### config.mk
export PLATFORM = sky130hd
export DESIGN_NAME = mac_pipe_unit
export DESIGN_NICKNAME = d
export VERILOG_FILES = /design/src/rtl/mac_pipe_unit.sv
export SDC_FILE = /design/constraint.sdc
export NUM_CORES = 1
export LEC_CHECK = 0
export ABC_AREA = 1
export BUFFER_PORTS_ARGS = -buffer_cell sky130_fd_sc_hd__buf_2
export CORE_MARGIN = 2
export CORE_UTILIZATION = 53
export DETAILED_ROUTE_END_ITERATION = 10
export PLACE_DENSITY = 0.76
export RECOVER_POWER = 50
export SLEW_MARGIN = 20
export SYNTH_ARGS = -nofsm -noshare
export SYNTH_HDL_FRONTEND = slang
export SYNTH_SLANG_ARGS = --single-unit
### constraint.sdc
create_clock -name clk -period 2.9 [get_ports clk]
set_clock_uncertainty 0.15 [all_clocks]
set_input_delay 0.29 -clock clk [delete_from_list [all_inputs] [get_ports clk]]
set_output_delay 0.29 -clock clk [all_outputs]
set_load 0.1 [all_outputs]
### src/rtl/mac_pipe_unit.sv
// Two-stage pipelined multiply-accumulate: stage 1 registers one product per tap,
// stage 2 accumulates KERNEL_SIZE products and presents the dot product on a valid/ready port.
module mac_pipe_unit #(
  parameter int DATA_WIDTH  = 8,
  parameter int ACC_WIDTH   = 20,
  parameter int KERNEL_SIZE = 9,
  parameter bit SIGNED      = 1'b1,
  parameter bit SATURATE    = 1'b1
) (
  input  logic                  clk,
  input  logic                  rst_n,
  input  logic                  flush,
  input  logic                  in_valid,
  output logic                  in_ready,
  input  logic [DATA_WIDTH-1:0] data0,
  input  logic [DATA_WIDTH-1:0] data1,
  output logic                  out_valid,
  input  logic                  out_ready,
  output logic [ACC_WIDTH-1:0]  out_data,
  output logic                  out_ovf
);

  localparam int PW = 2 * DATA_WIDTH;
  localparam int CW = (KERNEL_SIZE > 1) ? $clog2(KERNEL_SIZE) : 1;
  localparam logic [CW-1:0] LAST_TAP = CW'(KERNEL_SIZE - 1);

  localparam logic [ACC_WIDTH-1:0] S_MAX = {1'b0, {(ACC_WIDTH-1){1'b1}}};
  localparam logic [ACC_WIDTH-1:0] S_MIN = {1'b1, {(ACC_WIDTH-1){1'b0}}};
  localparam logic [ACC_WIDTH-1:0] U_MAX = {ACC_WIDTH{1'b1}};

  logic                  stall;
  logic [CW-1:0]         tap_cnt;
  logic [PW-1:0]         prod_s;
  logic [PW-1:0]         prod_u;
  logic [PW-1:0]         prod_r;
  logic                  p_valid;
  logic                  p_last;
  logic [ACC_WIDTH-1:0]  acc;
  logic                  ovf;
  logic [ACC_WIDTH:0]    prod_ext;
  logic [ACC_WIDTH:0]    sum;
  logic                  step_ovf;
  logic [ACC_WIDTH-1:0]  result;

  assign stall    = out_valid & ~out_ready;
  assign in_ready = ~stall;

  // Operands are widened before the multiply so the product keeps full precision.
  assign prod_s = PW'($signed(data0)) * PW'($signed(data1));
  assign prod_u = PW'(data0) * PW'(data1);

  // NOTE: always_comb assigns every output first so no path can infer a latch.
  always_comb begin
    prod_ext = {{(ACC_WIDTH + 1 - PW){SIGNED & prod_r[PW-1]}}, prod_r};
    sum      = {SIGNED & acc[ACC_WIDTH-1], acc} + prod_ext;
    step_ovf = SIGNED ? (sum[ACC_WIDTH] ^ sum[ACC_WIDTH-1]) : sum[ACC_WIDTH];
    result   = sum[ACC_WIDTH-1:0];
    if (step_ovf && SATURATE) begin
      if (SIGNED) result = sum[ACC_WIDTH] ? S_MIN : S_MAX;
      else        result = U_MAX;
    end
  end

  // NOTE: pipeline state uses non-blocking assignments so every register samples pre-edge values.
  always_ff @(posedge clk or negedge rst_n) begin
    if (!rst_n) begin
      tap_cnt <= '0;
      // NOTE: the product register is reset too, although its contents are ignored until p_valid.
      prod_r  <= '0;
      p_valid <= 1'b0;
      p_last  <= 1'b0;
    end else if (flush) begin
      tap_cnt <= '0;
      p_valid <= 1'b0;
    end else if (!stall) begin
      p_valid <= in_valid;
      if (in_valid) begin
        prod_r  <= SIGNED ? prod_s : prod_u;
        p_last  <= (tap_cnt == LAST_TAP);
        tap_cnt <= (tap_cnt == LAST_TAP) ? '0 : tap_cnt + CW'(1);
      end
    end
  end

  always_ff @(posedge clk or negedge rst_n) begin
    if (!rst_n) begin
      acc       <= '0;
      ovf       <= 1'b0;
      out_valid <= 1'b0;
      out_data  <= '0;
      out_ovf   <= 1'b0;
    end else begin
      if (flush) begin
        acc <= '0;
        ovf <= 1'b0;
      end else if (!stall && p_valid) begin
        if (p_last) begin
          out_data <= result;
          out_ovf  <= ovf | step_ovf;
          acc      <= '0;
          ovf      <= 1'b0;
        end else begin
          acc <= result;
          ovf <= ovf | step_ovf;
        end
      end
      // A result completing on the same edge as a consumed one keeps out_valid high.
      if (!flush && !stall && p_valid && p_last) out_valid <= 1'b1;
      else if (out_ready)                        out_valid <= 1'b0;
    end
  end

endmodule

### Word-level counts from Yosys, hierarchy flattened

Cells that the tools add are included.

* flip-flop bits (word level): 65
* input port bits: 21
* word-level logic and storage cells: 48

* add/subtract/negate cells: 2
* multipliers: 1
* equal/unequal tests: 2
* muxes and demuxes: 16
* bitwise operators: 6
* reductions and logical operators: 12

Operators with widths (number)
* 2-to-1 mux 20 bit: 5
* adder 20 x 16 -> 21 bit: 1
* multiplier 8 x 8 -> 16 bit: 1
* 2-to-1 mux 4 bit: 4
* 2-to-1 mux 1 bit: 7
* AND reduction 3 bit: 2
* nonzero test 2 bit: 3
* adder 4 x 1 -> 4 bit, second input constant: 1
* == test 4 bit, second input constant: 1
* logical AND 1 bit: 4
* NOT 1 bit: 3
* zero test 1 bit: 2
* != test 2 bit, second input constant: 1
* AND reduction 2 bit: 1
* bitwise AND 1 bit: 1
* bitwise OR 1 bit: 1
* bitwise XOR 1 bit: 1

### Logic depth before layout (Yosys ltp)

Gate-level depths: netlist of the first run.

* word-level depth: 7
* mapped depth: 22

### Worst setup path before layout of the first run

Ideal clock, no wire load.

* path kind: input-to-reg
* start point: input port data0[0]
* end point: register prod_r[12]
* library setup time: 118 ps
* arrival time: 4232 ps
* path slack: -1600 ps
* stages: 17
* path buffers: 1
* cell sequence: clkbuf_1 or2_2 fa_1 fa_1 inv_1 fa_1 inv_1 fa_1 inv_1 ha_1 a21oi_1 o21ai_0 a21oi_1 o21ai_0 or2_2 nand3_1 nand2_1

* longest elaborated chain between the ends: 1

Ends and longest elaborated chain
* start, declared: line 15 `input logic [DATA_WIDTH-1:0] data0,`
* multiplier 8 x 8 -> 16 bit: line 49 `assign prod_s = PW'($signed(data0)) * PW'($signed(data1));`
* end signal, assigned: line 78 `prod_r <= SIGNED ? prod_s : prod_u;`
* end, declared: line 35 `logic [PW-1:0] prod_r;`

Every way passes these cells.
A chain may end at the register's enable or synchronous reset.

### Final worst setup path of the first run

* start point: input port data1[7]
* end point: register prod_r[15]

* longest elaborated chain between the ends: 1

Ends and longest elaborated chain
* start, declared: line 16 `input logic [DATA_WIDTH-1:0] data1,`
* multiplier 8 x 8 -> 16 bit: line 49

Every way passes these cells.

==> results.json, run 1 <==
{
  "cts_buffer_depth": 2,
  "max-slew-margin-rel_pct": 22.3,
  "number_of_antenna_violations_at_the_first_check_in_global_routing": 0,
  "number_of_drc_markers_in_iteration_0": 262,
  "synth_warnings": 0,
  "synth-edff-count": 0,
  "groute.usage.overall_pct": 24.1,
  "start_util_pct": 54.2,
  "number_of_buffers_created_by_cts": 9,
  "diodes": 0,
  "slew_violations": 0,
  "drive_above_1_share_pct": 26.9,
  "ys_ff_latch": 65,
  "synth.net_count": 1076,
  "io_pins": 44,
  "ant_nets": 0,
  "netlist_instances": 948,
  "crit_path_max_incr_delay_ns": 0.57,
  "final-setup-viol-count": 11,
  "core_um2": 12600,
  "clock_sink_count": 65,
  "h_tree_lvls": 3,
  "leakage_nw": 4.84,
  "dr.pass1.iters": 4,
  "async_flop_share_pct": 100,
  "post-route-period-util_pct": 130,
  "core.rowCount": 41,
  "post_dp_cell_area_um2": 7690,
  "layout.area.seq_um2": 1630,
  "clk_latency_ns": 0.34,
  "die-width_um": 117,
  "first_global_vias": 6238,
  "worst_hold_path.endpoint": "p_valid",
  "cp_slowest_cell": "sky130_fd_sc_hd__fa_1",
  "status": "finished with violations",
  "combinationalPowerShare_pct": 73.3,
  "max_cap_viol_count": 0,
  "detailedPlacementHpwl_um": 12100,
  "syn-mean-instance-area_um2": 7.19,
  "worst_max_slew_pin_slew_ns": 1.17,
  "tritoncts_clock_tree": "done",
  "globalplace.congestion": 0.967,
  "syn-cell-area_um2": 6810,
  "report.final.hold_viol_count": 0,
  "multiInputGateArea_um2": 4850,
  "crit_arrival_ns": 3.86,
  "fillCellCount": 1013,
  "layout_common_cells": "sky130_fd_sc_hd__nand2_1 (300), sky130_fd_sc_hd__inv_1 (156), sky130_fd_sc_hd__dfrtp_1 (65), sky130_fd_sc_hd__nand2_2 (56), sky130_fd_sc_hd__fa_1 (52)",
  "yosys.cell_types.count": 29,
  "overall_die_height_um": 117,
  "min_period_ns": 3.77,
  "area_overhead_of_the_layout_relative_to_synthesis_pct": 27.5,
  "power_per_cell_area_nw_per_um2": 1100,
  "fp.dieArea_um2": 13800,
  "io_buffers": 43,
  "timing.fmax_mhz": 265,
  "regToRegEndpoint": "acc[11]",
  "routedWlPerCell_um": 13.3,
  "viasPerCell": 4.94,
  "cts-root-buf": "sky130_fd_sc_hd__clkbuf_16",
  "fin_tns_setup_ns": -6.53,
  "internal_power_w": 0.00459,
  "global_route.overflow_total": 0,
  "path_max_fanout": 8,
  "worst_vdd_rail_ir_drop_v": 0.000573,
  "pwr-share-seq_pct": 14.3,
  "failed_checks": "negative setup slack",
  "startpoint_type_of_the_worst_setup_path": "input pin",
  "layout_commonest_cell": "sky130_fd_sc_hd__nand2_1",
  "routed-via-count": 6025,
  "grt_max_degree": 43,
  "path_type_of_the_worst_min_delay_path": "input pin to register",
  "wirelength_um": 16200,
  "grt_setup_unrepaired": "true",
  "worst_hold_path_depth": 4,
  "rrSetupSlack_ns": 0.24,
  "power_switching_w": 0.00499,
  "seq_area_frac_synth_pct": 23.9,
  "power.share.switching_pct": 52.1,
  "design.final.nets": 1171,
  "cp_data_required_time_ns": 2.99,
  "postLayoutCellArea_um2": 8690,
  "worst_slack_ns": -0.868,
  "share_clk_of_total_power_pct": 12.5,
  "path_clk_slew_ns": 0.06,
  "post-route-drc-count": 0,
  "origin_of_the_critical_flop_to_flop_path": "prod_r[15]",
  "endpoint_kind": "register",
  "critical_path_class": "input pin to register",
  "grt_first_pass_wirelength_um": 27400,
  "worst-r2r-cell-count": 12,
  "path_cells": "buf_8, inv_8, or2_4, fa_1, fa_1, inv_2, fa_1, inv_2, fa_1, inv_2, ha_4, inv_4, nor3_4, nand3_2, nand3_2, nand3_2, nand3_2, nand2_1",
  "hold_path.startpoint": "out_ready",
  "dominantRegCellSynth": "sky130_fd_sc_hd__dfrtp_1",
  "worstSetupStartpoint": "data1[7]"
}
==> Yosys cell counts (2+ instances only) <==
cell type,number,area [µm²]
sky130_fd_sc_hd__nand3_1,33,165
sky130_fd_sc_hd__buf_2,4,20.0
sky130_fd_sc_hd__o21bai_1,5,37.5
sky130_fd_sc_hd__inv_1,190,713
sky130_fd_sc_hd__nand3_2,5,50.1
sky130_fd_sc_hd__a21oi_1,27,135
sky130_fd_sc_hd__fa_1,56,1120
sky130_fd_sc_hd__nor2_2,5,31.3
sky130_fd_sc_hd__a31oi_1,4,25.0
sky130_fd_sc_hd__clkbuf_1,22,82.6
sky130_fd_sc_hd__nand2_1,323,1210
sky130_fd_sc_hd__nand4_1,12,75.1
sky130_fd_sc_hd__nor2_1,33,124
sky130_fd_sc_hd__or2_2,6,37.5
sky130_fd_sc_hd__ha_1,51,638
sky130_fd_sc_hd__xnor2_1,10,87.6
sky130_fd_sc_hd__buf_6,4,45.0
sky130_fd_sc_hd__xor2_1,14,123
sky130_fd_sc_hd__inv_2,4,15.0
sky130_fd_sc_hd__dfrtp_1,65,1630
sky130_fd_sc_hd__nand2_2,43,269
sky130_fd_sc_hd__a21o_1,2,15.0
sky130_fd_sc_hd__o21ai_0,21,105
sky130_fd_sc_hd__nor3_1,4,20.0
==> through the flow <==
step	hold slack [ns]	utilization (%)	setup slack (ns)	std cells	total power (W)
final	0.0629	69.1	-0.868	1220	0.00958
after global placement	0.307	61.2	-1.27	1190	0.00709
after detailed placement	0.311	61.2	-1.32	1190	0.00719
after floorplan	-0.156	-	-1.08	948	0.00590
after global routing	0.0886	69.1	-0.996	1220	0.0103
after CTS	0.0611	67.5	-0.767	1213	0.00909
==> state kept, by name, indices dropped and copies added (netlist names), 4 cells and up <==
name      count
tap_cnt       4
acc          20
out_data     20
prod_r       16
==> worst max path at each step <==
| stage | cells past startpoint | slack, ns | endpoint |
|---|---|---|---|
| floorplan | 19 | -1.08 | prod_r[12] |
| global placement | 17 | -1.27 | prod_r[12] |
| detailed placement | 16 | -1.32 | prod_r[15] |
| CTS | 20 | -0.77 | prod_r[15] |
| global route | 18 | -1.0 | prod_r[15] |
| finish | 18 | -0.87 | prod_r[15] |
==> repair_timing <==
action                                 in CTS  in global routing
setup endpoints to repair                  11                 11
gates resized for setup                   107                 58
pin swaps                                  63                 52
hold buffers                                2                  0
setup buffers                               6                  8
endpoints found under the hold margin      41                  0
==> worst max-delay path, delay by kind of cell <==
| kind | cells | cell delay (ns) |
|---|---|---|
| AND/OR/NAND/NOR | 7 | 0.83 |
| buffers and inverters | 6 | 0.31 |
| adder cells (fa/ha/maj) | 5 | 2.42 |
==> area by class of cell <==
cell class	instances	area share (%)
Inverter	194	8.58
Clock inverter	6	1.04
Timing Repair Buffer	114	10.6
Tap cell	172	2.48
Clock buffer	10	2.75
Sequential cell	65	18.7
Multi-Input combinational cell	659	55.8
==> metal layers <==
layer / GRT usage [%] / routed length, µm / share of wire (%) / vias to the layer above
met4: 9.86 / 536 / 3.3 / 0
met3: 3.40 / 442 / 2.7 / 48
met5: 0 / 0 / 0 / -
li1: - / - / - / 3026
met1: 27.3 / 6590 / 41 / 2846
met2: 45.1 / 8670 / 53 / 105
==> kinds of logic (layout without fill, tap and decap cells) <==
family / after synthesis / count (layout) / share of synthesized area (%)
AND/OR/NAND/NOR: 467 / 467 / 29.5
buffers and inverters: 224 / 324 / 12.9
adder cells (fa/ha/maj): 107 / 107 / 25.8
flip-flops: 65 / 65 / 23.9
AO/OA/AOI/OAI: 61 / 61 / 4.87
XOR/XNOR: 24 / 24 / 3.08
==> power groups by stage <==
| stage | combinational (W) | clock [W] | sequential, W |
|---|---|---|---|
| after floorplan | 0.00352 | 0 | 0.00238 |
| final | 0.00702 | 0.00119 | 0.00137 |
| after global routing | 0.00761 | 0.00125 | 0.00140 |
| after CTS | 0.00653 | 0.00120 | 0.00136 |
| after global placement | 0.00573 | 0 | 0.00136 |
| after detailed placement | 0.00582 | 0 | 0.00137 |
Power figures use the tool's default switching activity.
==> run 2: changes to the inputs <==
Settings changed: ABC_AREA 1 to not set.
==> run 2 against run 1 <==
  * The run still ends with negative setup slack left
  * Cell count shrank 19%
  * Utilization is 0.41 points lower
  * Maximum frequency down 11%
  * Combinational power fell by 28%
  * Synthesized area down 6.9%
  * Critical path depth unchanged
  * Critical endpoint is now prod_r[13]
  * Largest power group unchanged
==> results.json, run 2 <==
{
  "io_buffers": 43,
  "post-route-period-util_pct": 147,
  "cts-root-buf": "sky130_fd_sc_hd__clkbuf_16",
  "rrSetupSlack_ns": 0.11,
  "cts_buffer_depth": 2,
  "worst_slack_ns": -1.36,
  "start_util_pct": 54.8,
  "power_per_cell_area_nw_per_um2": 943,
  "post_dp_cell_area_um2": 7340,
  "status": "finished with violations",
  "io_pins": 44,
  "routed-via-count": 5543,
  "final-instance-count-excl-fill": 985,
  "number_of_antenna_violations_at_the_first_check_in_global_routing": 0,
  "post-route-drc-count": 0,
  "globalplace.congestion": 0.935,
  "fin_tns_setup_ns": -10.14,
  "layout_common_cells": "sky130_fd_sc_hd__inv_1 (91), sky130_fd_sc_hd__buf_4 (79), sky130_fd_sc_hd__nand2_1 (72), sky130_fd_sc_hd__dfrtp_1 (63), sky130_fd_sc_hd__fa_1 (54)",
  "final-setup-viol-count": 11,
  "synth.net_count": 841,
  "worst_hold_path.endpoint": "tap_cnt[1]",
  "tritoncts_clock_tree": "done",
  "syn-cell-area_um2": 6340,
  "synth_warnings": 0,
  "postLayoutCellArea_um2": 7950,
  "cp_data_required_time_ns": 2.95,
  "worst-r2r-cell-count": 9,
  "design.final.nets": 965,
  "area_overhead_of_the_layout_relative_to_synthesis_pct": 25.3,
  "clk_latency_ns": 0.34,
  "worst_hold_path_depth": 2,
  "synth-edff-count": 0,
  "clock_sink_count": 65,
  "grt_max_degree": 39,
  "dominantRegCellSynth": "sky130_fd_sc_hd__dfrtp_1",
  "max_cap_viol_count": 0,
  "number_of_buffers_created_by_cts": 9,
  "seq_area_frac_synth_pct": 25.7,
  "ant_nets": 0,
  "synth_common_cells": "sky130_fd_sc_hd__inv_1 (100), sky130_fd_sc_hd__nand2_1 (72), sky130_fd_sc_hd__dfrtp_1 (65)",
  "path_clk_slew_ns": 0.06,
  "fp.dieArea_um2": 12900,
  "first_global_vias": 5744,
  "failed_checks": "negative setup slack",
  "routedWlPerCell_um": 15.1,
  "netlist.top_cell.by_area": "sky130_fd_sc_hd__dfrtp_1",
  "wirelength_um": 14900,
  "path_max_fanout": 3,
  "grt_first_pass_wirelength_um": 25600,
  "critical_path_class": "input pin to register",
  "groute.usage.overall_pct": 24.5,
  "overall_die_height_um": 113,
  "placed_cells_incl_taps": 961,
  "leakage_nw": 3.92,
  "worst_vdd_rail_ir_drop_v": 0.000358,
  "viasPerCell": 5.63,
  "regToRegEndpoint": "out_data[6]",
  "path_type_of_the_worst_min_delay_path": "input pin to register",
  "drive_above_1_share_pct": 26.4,
  "async_flop_share_pct": 100,
  "syn-mean-instance-area_um2": 8.89,
  "max-slew-margin-rel_pct": 3.21,
  "startpoint_type_of_the_worst_setup_path": "input pin",
  "hold_path.startpoint": "flush",
  "synth_top_area_share_pct": 25.7,
  "min_period_ns": 4.26,
  "worst_max_slew_pin_slew_ns": 1.45,
  "worst_hold_slack_ns": 0.0798,
  "core_um2": 11600,
  "layout_commonest_cell": "sky130_fd_sc_hd__inv_1",
  "core.rowCount": 39,
  "crit_arrival_ns": 4.31,
  "grt_setup_unrepaired": "true",
  "number_of_drc_markers_in_iteration_0": 236,
  "ys_ff_latch": 65,
  "slew_violations": 0,
  "post_synth_main_area_contributors": "sky130_fd_sc_hd__dfrtp_1 (26%), sky130_fd_sc_hd__fa_1 (18%), sky130_fd_sc_hd__ha_1 (10%)",
  "endpoint_kind": "register",
  "layout_top_registers": "acc (20), out_data (20), prod_r (16)",
  "h_tree_lvls": 3,
  "diodes": 0,
  "die-width_um": 113,
  "report.final.hold_viol_count": 0,
  "detailedPlacementHpwl_um": 11900,
  "post-synth-top-count-cell": "sky130_fd_sc_hd__inv_1",
  "global_route.overflow_total": 0,
  "dr.pass1.iters": 5,
  "yosys.cell_types.count": 62,
  "timing.fmax_mhz": 235,
  "netlist_instances": 713,
  "origin_of_the_critical_flop_to_flop_path": "prod_r[11]"
}
run 2: final cells by class:
cell class / instances / area (µm²)
clock buffer: 12 / 256
inverter: 100 / 375
tap: 143 / 179
sequential: 65 / 1630
timing repair buffer: 134 / 947
multi-input combinational: 527 / 4480
clock inverter: 4 / 76.3
fill: 912 / 3620
run 2: cells by family (layout without fill, tap and decap cells):
group,Yosys count,count (layout),synth area share [%]
DFF,65,65,25.7
AOI/OAI and AO/OA,159,159,16.0
muxes,10,10,1.72
adders and majority gates,109,109,28.1
and+or+nand+nor,228,228,18.4
buffers and inverters,121,250,7.30
xor gates and xnor gates,21,21,2.90
run 2: through the flow:
| stage | utilization (%) | worst slack [ns] | power, W |
|---|---|---|---|
| 5_1_grt | 68.7 | -1.57 | 0.00819 |
| 3_5_place_dp | 63.5 | -1.78 | 0.00583 |
| 2_1_floorplan | - | -1.42 | 0.00435 |
| 6_report | 68.7 | -1.36 | 0.00749 |
| 4_1_cts | 67.5 | -1.36 | 0.00730 |
| 3_3_place_gp | 63.5 | -1.65 | 0.00563 |
run 2: power by group:
part	switching, W	leakage (nW)	internal [W]	total (W)
Combinational	0.00266	2.89	0.00239	0.00505
Sequential	0.000143	0.869	0.00110	0.00124
Clock	0.000401	0.159	0.000801	0.00120
Total	0.00321	3.92	0.00428	0.00749
run 2: worst max-delay path by stage:
stage / from / slack [ns] / depth (start not counted) / end
detailed placement: data0[4] / -1.78 / 18 / prod_r[13]
finish: data1[2] / -1.36 / 18 / prod_r[13]
floorplan: data0[5] / -1.42 / 17 / prod_r[13]
global route: data1[2] / -1.57 / 18 / prod_r[13]
CTS: data1[2] / -1.36 / 18 / prod_r[13]
global placement: data0[5] / -1.65 / 18 / prod_r[13]
run 2: metal layers:
layer	up-vias	global-route usage (%)	routed length (µm)	part of all wire [%]
met5	-	0	0	0
met4	0	7.97	323	2.2
met3	32	3.61	595	4.0
met2	143	45.3	7720	52
met1	2716	29.4	6220	42
li1	2652	-	-	-
run 2: what timing repair did:
action / in CTS / in global routing
gates resized for setup: 30 / 42
endpoints found under the hold margin: 27 / 0
hold buffers: 1 / 0
buffers inserted: 3 / 5
setup endpoints to repair: 21 / 43
cloned: 0 / 1
pin swaps: 25 / 15
run 2: worst max-delay path, cell delays in order:
cell and delay (ns):
sky130_fd_sc_hd__buf_6 0.09, sky130_fd_sc_hd__and2_4 0.15, sky130_fd_sc_hd__fa_1 0.55, sky130_fd_sc_hd__inv_1 0.05, sky130_fd_sc_hd__fa_1 0.49, sky130_fd_sc_hd__inv_2 0.05
sky130_fd_sc_hd__fa_1 0.55, sky130_fd_sc_hd__inv_2 0.04, sky130_fd_sc_hd__fa_1 0.48, sky130_fd_sc_hd__inv_2 0.04, sky130_fd_sc_hd__ha_4 0.21, sky130_fd_sc_hd__and2_4 0.13
sky130_fd_sc_hd__a22o_1 0.19, sky130_fd_sc_hd__o41a_1 0.36, sky130_fd_sc_hd__a41oi_2 0.23, sky130_fd_sc_hd__nor2b_4 0.21, sky130_fd_sc_hd__xnor2_1 0.12, sky130_fd_sc_hd__o21ai_1 0.07
